==> config.mk <==
export PLATFORM = sky130hd
export DESIGN_NAME = demux_rr_sched_flat
export DESIGN_NICKNAME = d
export VERILOG_FILES = /design/src/rtl/demux_rr_sched_pkg.sv /design/src/rtl/demux_rr_sched_if.sv /design/src/rtl/rr_next_sel.sv /design/src/rtl/demux_rr_sched.sv /design/src/flat_wrapper.sv
export SDC_FILE = /design/constraint.sdc
export NUM_CORES = 1
export LEC_CHECK = 0
export ABC_CLOCK_PERIOD_IN_PS = 3900
export CORE_MARGIN = 10
export CORE_UTILIZATION = 40
export DETAILED_ROUTE_END_ITERATION = 12
export DONT_BUFFER_PORTS = 1
export REMOVE_ABC_BUFFERS = 1
export SLEW_MARGIN = 20
export SYNTH_ARGS = -nofsm -noshare
export SYNTH_HDL_FRONTEND = slang
export SYNTH_SLANG_ARGS = --single-unit
==> constraint.sdc <==
create_clock -name clk -period 3.9 [get_ports clk]
set_input_delay 0.585 -clock clk [delete_from_list [all_inputs] [get_ports clk]]
set_output_delay 0.585 -clock clk [all_outputs]
set_load 0.01 [all_outputs]
==> src/rtl/demux_rr_sched_pkg.sv <==
// demux_rr_sched_pkg: shared FSM encoding and sizing for the round-robin demux scheduler
package demux_rr_sched_pkg;
  typedef enum logic {IDLE = 1'b0, HOLD = 1'b1} state_t;
  localparam int NCH = 4;
  localparam int CNT_W = 16;
endpackage

==> src/rtl/demux_rr_sched_if.sv <==
// demux_rr_sched_if: upstream word, per-channel handshake, select and transfer count; slave=scheduler, master=environment
interface demux_rr_sched_if #(parameter int WIDTH = 8);
  import demux_rr_sched_pkg::*;
  logic in_valid;
  logic [WIDTH-1:0] in_data;
  logic in_ready;
  logic [NCH-1:0] en_mask;
  logic [NCH-1:0] out_ready;
  logic [NCH-1:0] out_valid;
  logic [WIDTH-1:0] out_data;
  logic [1:0] sel;
  logic [CNT_W-1:0] xfer_cnt;
  modport slave (input in_valid, in_data, en_mask, out_ready,
                 output in_ready, out_valid, out_data, sel, xfer_cnt);
  modport master (output in_valid, in_data, en_mask, out_ready,
                  input in_ready, out_valid, out_data, sel, xfer_cnt);
endinterface

==> src/rtl/rr_next_sel.sv <==
// rr_next_sel: first enabled channel at or after ptr (ascending, wrapping); ports ptr, mask -> idx, found
module rr_next_sel
  import demux_rr_sched_pkg::*;
(
  input  logic [1:0]     ptr,
  input  logic [NCH-1:0] mask,
  output logic [1:0]     idx,
  output logic           found
);
  always_comb begin
    idx = ptr;
    found = 1'b0;
    // scan farthest offset first so the nearest enabled channel wins
    for (int i = NCH - 1; i >= 0; i--)
      if (mask[2'(ptr + 2'(i))]) begin
        idx = 2'(ptr + 2'(i));
        found = 1'b1;
      end
  end
endmodule

==> src/rtl/demux_rr_sched.sv <==
// demux_rr_sched: 1-to-4 round-robin demux; ports clk, rst (async high), b (slave bus); `DEMUX_SKIP_EN` skips a stalled channel
module demux_rr_sched
  import demux_rr_sched_pkg::*;
#(parameter int WIDTH = 8)
(
  input logic clk,
  input logic rst,
  demux_rr_sched_if.slave b
);
  state_t state, state_n;
  logic [1:0] ptr, sel, first_idx;
  logic first_found, acc, done;
  logic [WIDTH-1:0] hold;
  logic [CNT_W-1:0] cnt;
  rr_next_sel u_first (.ptr(ptr), .mask(b.en_mask), .idx(first_idx), .found(first_found));
`ifdef DEMUX_SKIP_EN
  logic [1:0] skip_idx;
  logic skip_found;
  rr_next_sel u_skip (.ptr(2'(sel + 2'd1)), .mask(b.en_mask), .idx(skip_idx), .found(skip_found));
`endif
  always_comb begin
    acc = (state == IDLE) && b.in_valid && first_found;
    done = (state == HOLD) && b.out_ready[sel];
    state_n = acc ? HOLD : done ? IDLE : state;
  end
  always_ff @(posedge clk or posedge rst)
    if (rst) begin
      state <= IDLE;
      ptr <= '0;
      sel <= '0;
      hold <= '0;
      cnt <= '0;
    end else begin
      state <= state_n;
      if (acc) begin
        hold <= b.in_data;
        sel <= first_idx;
      end
      if (done) begin
        ptr <= 2'(sel + 2'd1);
        cnt <= cnt + 1'b1;
      end
`ifdef DEMUX_SKIP_EN
      else if (state == HOLD && skip_found) sel <= skip_idx;
`endif
    end
  assign b.in_ready = !rst && (state == IDLE) && first_found;
  assign b.out_valid = {3'b000, state == HOLD} << sel;
  assign b.out_data = hold;
  assign b.sel = sel;
  assign b.xfer_cnt = cnt;
endmodule
==> src/flat_wrapper.sv <==
// flat-port wrapper written by rule: the top's interface ports become plain ports
module demux_rr_sched_flat import demux_rr_sched_pkg::*;
#(parameter int WIDTH = 8)
  (clk, rst, b_in_valid, b_in_data, b_en_mask, b_out_ready, b_in_ready, b_out_valid, b_out_data, b_sel, b_xfer_cnt);
  demux_rr_sched_if #(.WIDTH(WIDTH)) b_i ();
  input logic clk;
  input logic rst;
  input wire logic [$bits(b_i.in_valid)-1:0] b_in_valid;
  input wire logic [$bits(b_i.in_data)-1:0] b_in_data;
  input wire logic [$bits(b_i.en_mask)-1:0] b_en_mask;
  input wire logic [$bits(b_i.out_ready)-1:0] b_out_ready;
  output wire logic [$bits(b_i.in_ready)-1:0] b_in_ready;
  output wire logic [$bits(b_i.out_valid)-1:0] b_out_valid;
  output wire logic [$bits(b_i.out_data)-1:0] b_out_data;
  output wire logic [$bits(b_i.sel)-1:0] b_sel;
  output wire logic [$bits(b_i.xfer_cnt)-1:0] b_xfer_cnt;
  assign b_i.in_valid = b_in_valid;
  assign b_i.in_data = b_in_data;
  assign b_i.en_mask = b_en_mask;
  assign b_i.out_ready = b_out_ready;
  assign b_in_ready = b_i.in_ready;
  assign b_out_valid = b_i.out_valid;
  assign b_out_data = b_i.out_data;
  assign b_sel = b_i.sel;
  assign b_xfer_cnt = b_i.xfer_cnt;
  demux_rr_sched #(.WIDTH(WIDTH)) u_core (.clk(clk), .rst(rst), .b(b_i));
endmodule
# After elaboration in Yosys (flattened, before gate mapping)
# Cells that the tools add are included.
# op_classes
order_cmp	5
shifts	1
reduce_logical	7
bitwise_logic	1
n_mux	20
n_addsub	5
# op_table
operator	count
$add 16x1->16 const B	1
$lt 2x3->1 const B	5
$mux 1	11
$bmux 1 s2	5
$mux 2	4
$logic_and 1x1->1	5
$add 2x1->2 const B	2
$add 2x2->2 const B	2
$shl 1x2->4	1
$reduce_bool 2->1	1
$logic_not 1->1	1
$not 1->1	1
# word_totals
elab_cells	44
register_bits	29
input_bits	19

# Longest topological paths before layout
# depth
word_depth	9
depth_mapped	6
depth_no_buf	4

# Modules after synthesis
# From an unflattened synthesis, not the netlist that was laid out.
# unflattened
hier_cells	123
hier_area_um2	1448.9
# modules_own_cells
module	instances	seq_area_each_um2	cells_each	area_per_inst_um2
demux_rr_sched	1	725.7	107	1348.8
rr_next_sel	1	0.0	16	100.1

# Worst setup path after synthesis
# No wires, ideal clock.
# synth_timing
kind	input to register
from	in b_en_mask[0]
to	reg u_core.hold[2] (netlist: u_core.b.out_data[2])
cell_stages	4
arrival_time_ns	1.490
setup_time_ns	0.125
slack_ns	2.285
n_path_buf	1
path_cell_list	nor4_1 nor3b_1 buf_4 mux2_2
# synth_between
elab_chain_cells	7
# synth_lines
item	line	rtl
from (decl)	flat_wrapper.sv:10	input wire logic [$bits(b_i.en_mask)-1:0] b_en_mask;
$bmux 1 s2	rr_next_sel.sv:15	if (mask[2'(ptr + 2'(i))]) begin
$mux 1 (implied by the code)	rr_next_sel.sv:15	
$mux 1 (3 in series)	rr_next_sel.sv:15	
$mux 1 *	rr_next_sel.sv:15	
$logic_and 1x1->1 *	demux_rr_sched.sv:22	acc = (state == IDLE) && b.in_valid && first_found;
to (signal assigned)	demux_rr_sched.sv:36	hold <= b.in_data;
to (decl)	demux_rr_sched.sv:13	logic [WIDTH-1:0] hold;
# Mark *: on every way between the ends. The rest lies on a longest branch, timed or not. The select of a mux whose other input is x is not followed.
# A chain may end at the register's enable or synchronous reset.

# Final worst setup path
# layout_timing
from	reg u_core.sel[0] (netlist: u_core.b.sel[0])
to	reg u_core.cnt[14] (netlist: u_core.b.xfer_cnt[14])
# layout_between
elab_chain_cells	3
# layout_lines
item	line	rtl
from (decl)	demux_rr_sched.sv:11	logic [1:0] ptr, sel, first_idx;
from (signal assigned)	demux_rr_sched.sv:37	sel <= first_idx;
$bmux 1 s2	demux_rr_sched.sv:23	done = (state == HOLD) && b.out_ready[sel];
$mux 1 (implied by the code)	demux_rr_sched.sv:23	
$logic_and 1x1->1	demux_rr_sched.sv:23	
to (signal assigned)	demux_rr_sched.sv:41	cnt <= cnt + 1'b1;
to (decl)	demux_rr_sched.sv:14	logic [CNT_W-1:0] cnt;
# No other way between the ends. The select of a mux whose other input is x is not followed.

==> impl_metrics.env <==
export IMPL_outcome="finished, final reports clean"
export IMPL_whs_ns=0.205
export IMPL_grt_first_pass_wirelength_mm=4.93
export IMPL_io_pin_count=50
export IMPL_p_switching_uw=400
export IMPL_synth_area_sq_mm=0.00139
export IMPL_fin_setup_tns_ns=0
export IMPL_synth_xor_area_frac=0.101
export IMPL_grt_pass1_vias=912
export IMPL_peakVddDrop_v=0.000265
export IMPL_fin_skew_ns=0.00783
export IMPL_worstMarginPinSlew_ns=0.859
export IMPL_drive_above_1_share=0.171
export IMPL_synth_mux_area_fraction=0.102
export IMPL_dr_pass1_iters=4
export IMPL_grt_max_degree=30
export IMPL_clockBufferDepth=2
export IMPL_critPathKind="reg -> reg"
export IMPL_yosys_register_bits=29
export IMPL_pwr_share_comb=0.272
export IMPL_syn_inst=120
export IMPL_finalHoldViolations=0
export IMPL_synthAdderAreaFrac=0.00898
export IMPL_leakagePower_uw=0.000630
export IMPL_power_density_mw_per_mm2=690
export IMPL_drc=0
export IMPL_drv_cap=0
export IMPL_synth_seq_area_share=0.521
export IMPL_ant_nets=0
export IMPL_cts_sinks=29
export IMPL_path_delay_family="compound AO/OA/AOI/OAI gates"
export IMPL_diodes=0
export IMPL_setup_viol=0
export IMPL_hold_path_class="in -> async"
export IMPL_relSlewSlack=0.425
export IMPL_grt_overflow=0
export IMPL_routed_top_layer="met4"
export IMPL_switching_share=0.392
export IMPL_maxSlewViolCount=0
export IMPL_clock_latency_ns=0.32
export IMPL_crit_chain="mux2i_1 -> o32ai_2 -> nand4_1 -> xnor2_1"
export IMPL_cts_buffers=5
export IMPL_end_kind="flip-flop"
export IMPL_synth_warnings=0
export IMPL_drt_total_wl_mm=2.99
export IMPL_vias=913
export IMPL_viasPerCell=5.40
export IMPL_clkPwrFrac=0.179
export IMPL_setup_slack_ns=1.94
export IMPL_ctsHoldBuffers=0
export IMPL_syn2layout_area_growth_pct=5.92
export IMPL_critPathMaxStageDelay_ns=0.71
export IMPL_max_freq_mhz=510
export IMPL_pwr_share_seq=0.549
export IMPL_ff_latch_area_sq_um=726
export IMPL_worstPathArrival_ns=2.17
export IMPL_synth_compound_area_frac=0.0709
export IMPL_p_int_uw=619
export IMPL_routed_wl_met3_um=359
export IMPL_cts_root_buf="clkbuf_4"
export IMPL_core_area_sq_mm=0.00336
export IMPL_hpwlAfterDp_mm=2.33
export IMPL_wl_met2_mm=1.45
export IMPL_period_minus_slack_ns=1.96
export IMPL_cp_slowest_cell="o32ai_2"
export IMPL_htreeDepth=2
export IMPL_avgSynthCellArea_sq_um=11.6
export IMPL_cp_required_ns=4.11
export IMPL_portBuffers=0
export IMPL_final_util=0.439
export IMPL_synth_top_family_by_area="simple AND/OR/NAND/NOR gates"
export IMPL_synth_simple_gate_area_frac=0.163
export IMPL_routedLengthMet1_mm=1.13
export IMPL_rows=21
export IMPL_cts_tree="done"
export IMPL_grt_usage=0.101
export IMPL_clk_pin_slew_worst_paths_ns=0.09
export IMPL_critPathBufInv=0
export IMPL_postCtsSetupRepairBufs=0
export IMPL_wl_per_cell_um=17.7
export IMPL_pre_cts_slack_ns=1.89
export IMPL_dieArea_sq_mm=0.00625
export IMPL_crit_path_max_fanout=12
export IMPL_gp_congestion=0.713
export IMPL_initial_core_util=0.414
export IMPL_multi_input_area_sq_um=627
export IMPL_cts_resized=0
export IMPL_die_w_um=79.0
export IMPL_die_y_um=79.0
export IMPL_worstSetupStartpointType="flip-flop"
export IMPL_final_nets=143
export IMPL_min_period_over_period=0.503
export IMPL_fillers=351
export IMPL_yosysUniqueCellTypes=33
export IMPL_rsz0062_at_grt="false"
export IMPL_antenna_found_initial=0
export IMPL_drt_iter0_drc=63
## registers in the layout (all words and copies together), names as in the netlist
name and count:
u_core.b.sel 2, u_core.ptr 2, u_core.state 1, u_core.b.out_data 8, u_core.b.xfer_cnt 16
## cell families after synthesis
group,after synthesis
AOI/OAI and AO/OA,13
adders and majority gates,1
buffers and inverters,7
and+or+nand+nor,41
muxes,13
xor gates and xnor gates,16
DFF,29
## per-stage QoR
stage | power [uW] | area (sq um) | instances
finish | 1020 | 1480 | 169
global route | 1100 | 1480 | 169
CTS | 1040 | 1480 | 169
detailed placement | 853 | 1420 | 162
global placement | 838 | 1420 | 162
floorplan | 764 | 1360 | 116
## routing by layer
| metal | up-vias | GRT usage |
|---|---|---|
| met5 | - | 0 |
| met4 | 0 | 0.0323 |
| met3 | 6 | 0.0732 |
| met2 | 29 | 0.151 |
| met1 | 446 | 0.110 |
| li1 | 432 | - |
## power by group through the flow
stage	combinational, uW	sequential (uW)	clock (uW)
global placement	272	566	0
detailed placement	281	572	0
CTS	284	566	187
global route	316	583	202
finish	277	560	182
floorplan	238	526	0
## cell usage in the layout, fill, tap and decap left out, drive strengths merged, types with 2 or more instances in the layout
cell type	count
and4	2
nand4	6
and2	2
mux2i	3
nand3	5
nand2	6
xnor2	14
dfrtp	29
nor3	2
nor2b	2
o21ai	4
a21oi	2
xor2	2
inv	3
and3	4
nor2	8
clkbuf	7
mux2	10
## cell type report
cell class	instances	share of cell area
clock buffers	7	0.0373
inverters	3	0.00763
multi-input cells	84	0.425
flip-flops and latches	29	0.492
well taps	46	0.0390
## synthesized netlist by cell type
master	count	area, sq um
nor3_1	2	10.0
o32ai_2	1	16.3
nand3_1	5	25.0
inv_1	3	11.3
a21o_1	1	7.51
xnor2_1	14	123
dfrtp_1	29	726
a211o_1	1	8.76
ha_1	1	12.5
a31oi_1	1	6.26
nand4b_1	1	8.76
nand2b_1	1	6.26
buf_4	1	7.51
o22ai_2	1	12.5
buf_2	1	5.00
xor2_1	2	17.5
o221ai_1	1	8.76
nor2_1	8	30.0
nand4_1	5	31.3
a21oi_1	2	10.0
nor3b_1	1	7.51
and2_1	2	12.5
nor4_1	1	6.26
nor2b_1	2	12.5
nand4_2	1	12.5
and3_1	4	25.0
buf_6	2	22.5
mux2_2	10	113
nand2_1	6	22.5
mux2i_1	3	30.0
o21ai_0	4	20.0
and4_1	2	17.5
a2bb2oi_1	1	8.76
## worst paths after layout
| check | from | endpoint | slack, ns | cells past startpoint |
|---|---|---|---|---|
| worst max-delay path | u_core.b.sel[0] | u_core.b.xfer_cnt[14] | 1.94 | 4 |
| worst min-delay path | rst | u_core.b.xfer_cnt[7] | 0.21 | 1 |
| worst max register to register | u_core.b.sel[0] | u_core.b.xfer_cnt[14] | 1.94 | 4 |
| worst min register to register | u_core.b.xfer_cnt[15] | u_core.b.xfer_cnt[15] | 0.55 | 1 |
| max in group asynchronous | rst | u_core.b.xfer_cnt[1] | 3.31 | 1 |
| min in group clk | b_in_data[6] | u_core.b.out_data[6] | 0.41 | 1 |
Note: power is estimated with default switching activity, not from simulation.
